**src/rtl/onehot_req_arbiter.sv**
```systemverilog
// Round-robin request arbiter feeding the 8-to-3 encoder: latches request edges,
// grants one source at a time on d/enable and holds it until ack or timeout.
module onehot_req_arbiter #(
  parameter int TIMEOUT = 15
) (
  input  logic       clk,
  input  logic       rst_n,
  input  logic [7:0] req,
  input  logic       ack,
  output logic [7:0] d,
  output logic       enable,
  output logic [7:0] pending,
  output logic       timeout,
  output logic       lost
);

  localparam logic [0:0] IDLE  = 1'b0;
  localparam logic [0:0] GRANT = 1'b1;

  localparam bit         TO_EN   = (TIMEOUT != 0);
  localparam logic [7:0] TO_LAST = (TIMEOUT == 0) ? 8'd0 : 8'(TIMEOUT - 1);

  logic [0:0] state;
  logic [7:0] req_q;
  logic [2:0] ptr;
  logic [2:0] gidx;
  logic [7:0] cnt;

  logic [7:0] req_edge;
  logic [7:0] clr_mask;
  logic [7:0] pending_nxt;
  logic       lost_set;
  logic       ack_done;
  logic       expire;
  logic       sel_found;
  logic [2:0] sel_idx;
  logic [2:0] cand;

  // Handshake: d/enable is a held grant. It stays constant while in GRANT and is
  // retired only by ack sampled high in GRANT (or by timeout); enable then drops
  // for at least one cycle before the next grant is issued.
  assign req_edge = req & ~req_q;
  assign ack_done = (state == GRANT) && ack;
  assign expire   = (state == GRANT) && !ack && TO_EN && (cnt == TO_LAST);
  assign clr_mask = ack_done ? (8'b1 << gidx) : 8'b0;

  // A new edge on the bit being acked wins over the clear and is not a loss.
  assign pending_nxt = (pending & ~clr_mask) | req_edge;
  assign lost_set    = |(req_edge & pending & ~clr_mask);

  // Search upward from ptr+1, wrapping, on the registered pending vector.
  always_comb begin
    sel_found = 1'b0;
    sel_idx   = 3'd0;
    cand      = 3'd0;
    for (int k = 1; k <= 8; k++) begin
      cand = ptr + 3'(k);
      if (!sel_found && pending[cand]) begin
        sel_found = 1'b1;
        sel_idx   = cand;
      end
    end
  end

  always_ff @(posedge clk or negedge rst_n) begin
    if (!rst_n) begin
      state   <= IDLE;
      req_q   <= 8'd0;
      ptr     <= 3'd7;
      gidx    <= 3'd0;
      cnt     <= 8'd0;
      d       <= 8'd0;
      enable  <= 1'b0;
      pending <= 8'd0;
      timeout <= 1'b0;
      lost    <= 1'b0;
    end else begin
      req_q   <= req;
      pending <= pending_nxt;
      timeout <= expire;
      if (lost_set) lost <= 1'b1;
      case (state)
        IDLE: begin
          if (sel_found) begin
            d      <= 8'b1 << sel_idx;
            enable <= 1'b1;
            gidx   <= sel_idx;
            cnt    <= 8'd0;
            state  <= GRANT;
          end
        end
        GRANT: begin
          if (ack_done || expire) begin
            ptr    <= gidx;
            d      <= 8'd0;
            enable <= 1'b0;
            state  <= IDLE;
          end else begin
            cnt <= cnt + 8'd1;
          end
        end
        default: state <= IDLE;
      endcase
    end
  end

endmodule

```
**config.mk**
```make
export PLATFORM = sky130hd
export DESIGN_NAME = onehot_req_arbiter
export DESIGN_NICKNAME = d
export VERILOG_FILES = /design/src/rtl/onehot_req_arbiter.sv
export SDC_FILE = /design/constraint.sdc
export NUM_CORES = 1
export LEC_CHECK = 0
export ABC_AREA = 1
export BUFFER_PORTS_ARGS = -buffer_cell sky130_fd_sc_hd__buf_2
export CAP_MARGIN = 10
export CORE_MARGIN = 1
export CORE_UTILIZATION = 50
export DETAILED_ROUTE_END_ITERATION = 8
export GPL_ROUTABILITY_DRIVEN = 0
export PLACE_DENSITY_LB_ADDON = 0.05
export SLEW_MARGIN = 15
export SYNTH_ARGS = -nofsm -noshare
export SYNTH_HDL_FRONTEND = slang
export SYNTH_SLANG_ARGS = --single-unit
```
**constraint.sdc**
```tcl
create_clock -name clk -period 6.4 [get_ports clk]
set_clock_uncertainty 0.15 [all_clocks]
set_input_delay 1.92 -clock clk [delete_from_list [all_inputs] [get_ports clk]]
set_output_delay 1.92 -clock clk [all_outputs]
set_load 0.05 [all_outputs]
```
==> results.toml <==
[clock_network]
tritoncts = "yes"
clock_tree.buffer_depth = 2
clk_pin_slew_worst_paths_ns = 0.08
cts_setup_buffers = 0
cts-root-buf = "clkbuf_8"
htree_num_levels = 2
ctsHoldBuffers = 0
clk_latency_ns = 0.30
cts.repair.resized = 0
cts_sinks = 42
cts_buffers = 5

[route]
drcViolationCount = 0
first_pass_iters = 5
ant_nets = 0
wl_um = 5600
vias = 2360
wl_per_cell_um = 12.3
vias_per_cell = 5.20
drtIter0Drc = 123

[grt]
gr-total-overflow = 0
grt_pass1_wl_um = 9400
grt_pass1_vias = 2111
antenna_found_initial = 0
grt_max_degree = 43
grtUsageTotal_pct = 22.3

[sta]
clock.fmax_ghz = 0.289
drv_slew = 0
fin_tns_setup_ns = 0
hold_viol = 0
post-route-period-util_pct = 54.0
tightest_slew_ns = 0.904
relSlewSlack_pct = 39.8
setup_viol = 0
setup_slack_ns = 2.94
rsz0062_at_grt = "no"
min_period_ns = 3.46

[die]
initial_core_util_pct = 51.6
dieArea_um2 = 5570
ioPinCount = 30
die_x_um = 74.6
core_area_um2 = 5110
die_h_um = 74.6
row_count = 26

[placement]
placed_area_um2 = 2820
place_hpwl_um = 4210
numPortBuffers = 29
dp_slack_ns = 2.71

[yosys]
ys_seq_area_share_pct = 40.0
synth_nets = 368
synth-seq-cells = 42
synth_area_um2 = 2640
syn_inst = 353
synth_cell_types = 32
syn_area_per_cell_um2 = 7.47
synth-warning-count = 0

[critical_path]
worstReg2RegStart = "ptr[0]$_DFFE_PN1P_"
crit_fanout = 15
critPathKind = "register to register"
worst_setup_path_start_kind = "register"
critPathArrivalTime_ns = 3.49
cp-end-kind = "register"
crit_required_ns = 6.44
crit_path_start = "ptr[0]$_DFFE_PN1P_"

[hold_path]
hold_path_class = "register to register"
min_from = "req_q[6]$_DFF_PN0_"

[finish]
insertedDiodeCount = 0
final_cell_mix = "nand2_1, nand3_1, inv_1, dfrtp_1"
fillerInstances = 511
nNetsFinal = 398
drive_above_1_share_pct = 18.0
final_common_cell = "nand2_1"
final_area_um2 = 2910
utilization_pct = 57.1
layout-area-overhead-vs-synth_pct = 10.5

[run]
maxCapViolCount = 0

[status]
run_status = "complete, no violations"
-- layout make-up --
type                       count  area (um^2)  area share [%]
timing repair buffer          29          145            4.98
sequential                    42         1050            36.2
clock buffer                   6         82.6            2.83
clock inverter                 2         12.5           0.429
tap                           70         87.6            3.01
multi-input combinational    256         1350            46.2
inverter                      49          184            6.31
-- kinds of logic (layout without fill, tap and decap cells) --
family	Yosys count	in the layout	synth area share, %
and+or+nand+nor	213	213	37.9
buffers and inverters	55	86	8.92
DFF	42	42	40.0
AOI/OAI and AO/OA	33	33	8.78
xor gates and xnor gates	6	6	2.56
adders and majority gates	4	4	1.90
-- synth_stat cells --
cell type  instances  area [um^2]
a21oi_1            3         15.0
a21oi_2            1         8.76
a21oi_4            1         16.3
a22o_1             5         43.8
a31oi_2            1         12.5
buf_2              2         10.0
buf_4              1         7.51
buf_6              3         33.8
dfrtp_1           39          976
dfstp_2            3         78.8
ha_1               4         50.1
inv_1             44          165
inv_2              5         18.8
nand2_1          101          379
nand2_2            6         37.5
nand3_1           48          240
nand3_2            5         50.1
nand3_4            1         17.5
nand4_1           15         93.8
nand4_4            1         21.3
nor2_1            29          109
nor2_4             2         22.5
nor3_1             3         15.0
nor4_1             2         12.5
o21ai_0            8         40.0
o21ai_1            6         30.0
o21ai_2            4         35.0
o21bai_1           2         15.0
o31ai_1            2         15.0
xnor2_1            1         8.76
xor2_1             3         26.3
xor2_2             2         32.5
-- flip-flops by register name (all words and copies together), names as in the netlist --
signal	cells
timeout	1
d	8
req_q	8
ptr	3
lost	1
state	1
gidx	3
enable	1
cnt	8
pending	8
-- through the flow --
step,instances,hold WS [ns]
3_3_place_gp,446,0.282
4_1_cts,454,0.296
2_1_floorplan,353,0.276
3_5_place_dp,446,0.287
6_report,454,0.296
5_1_grt,454,0.329
-- worst max-delay path, stage by stage (launching register included) --
cell and delay, ns:
dfstp_2 0.71, inv_2 0.20, ha_1 0.44, inv_1 0.26
nand3_2 0.14, nand3_2 0.09, nand2_2 0.10, nor2_4 0.19
nand4_4 0.12, nor2_4 0.18, nand3_4 0.11, nand2_2 0.22
nand2_2 0.23, nand4_1 0.15, o21ai_2 0.06
-- layer usage --
| layer | track usage, % | routed length (um) | vias to the layer above |
|---|---|---|---|
| met5 | 0 | 0 | - |
| met4 | 7.76 | 47 | 0 |
| met3 | 4.15 | 143 | 4 |
| met2 | 34.7 | 2580 | 35 |
| met1 | 31.3 | 2820 | 1109 |
| li1 | - | - | 1212 |
-- final timing paths --
check / to / slack (ns) / depth (start not counted)
hold reg to reg: pending[6]$_DFF_PN0_ / 0.30 / 1
max in group asynchronous: req_q[6]$_DFF_PN0_ / 3.93 / 1
min in group asynchronous: d[3]$_DFFE_PN0P_ / 1.59 / 1
setup reg to reg: cnt[4]$_DFFE_PN0P_ / 2.94 / 14
hold / removal: pending[6]$_DFF_PN0_ / 0.30 / 1
setup / recovery: cnt[4]$_DFFE_PN0P_ / 2.94 / 14
Power is not shown: default switching activity piles up to over one toggle a cycle in this logic, so the estimate is an artifact.
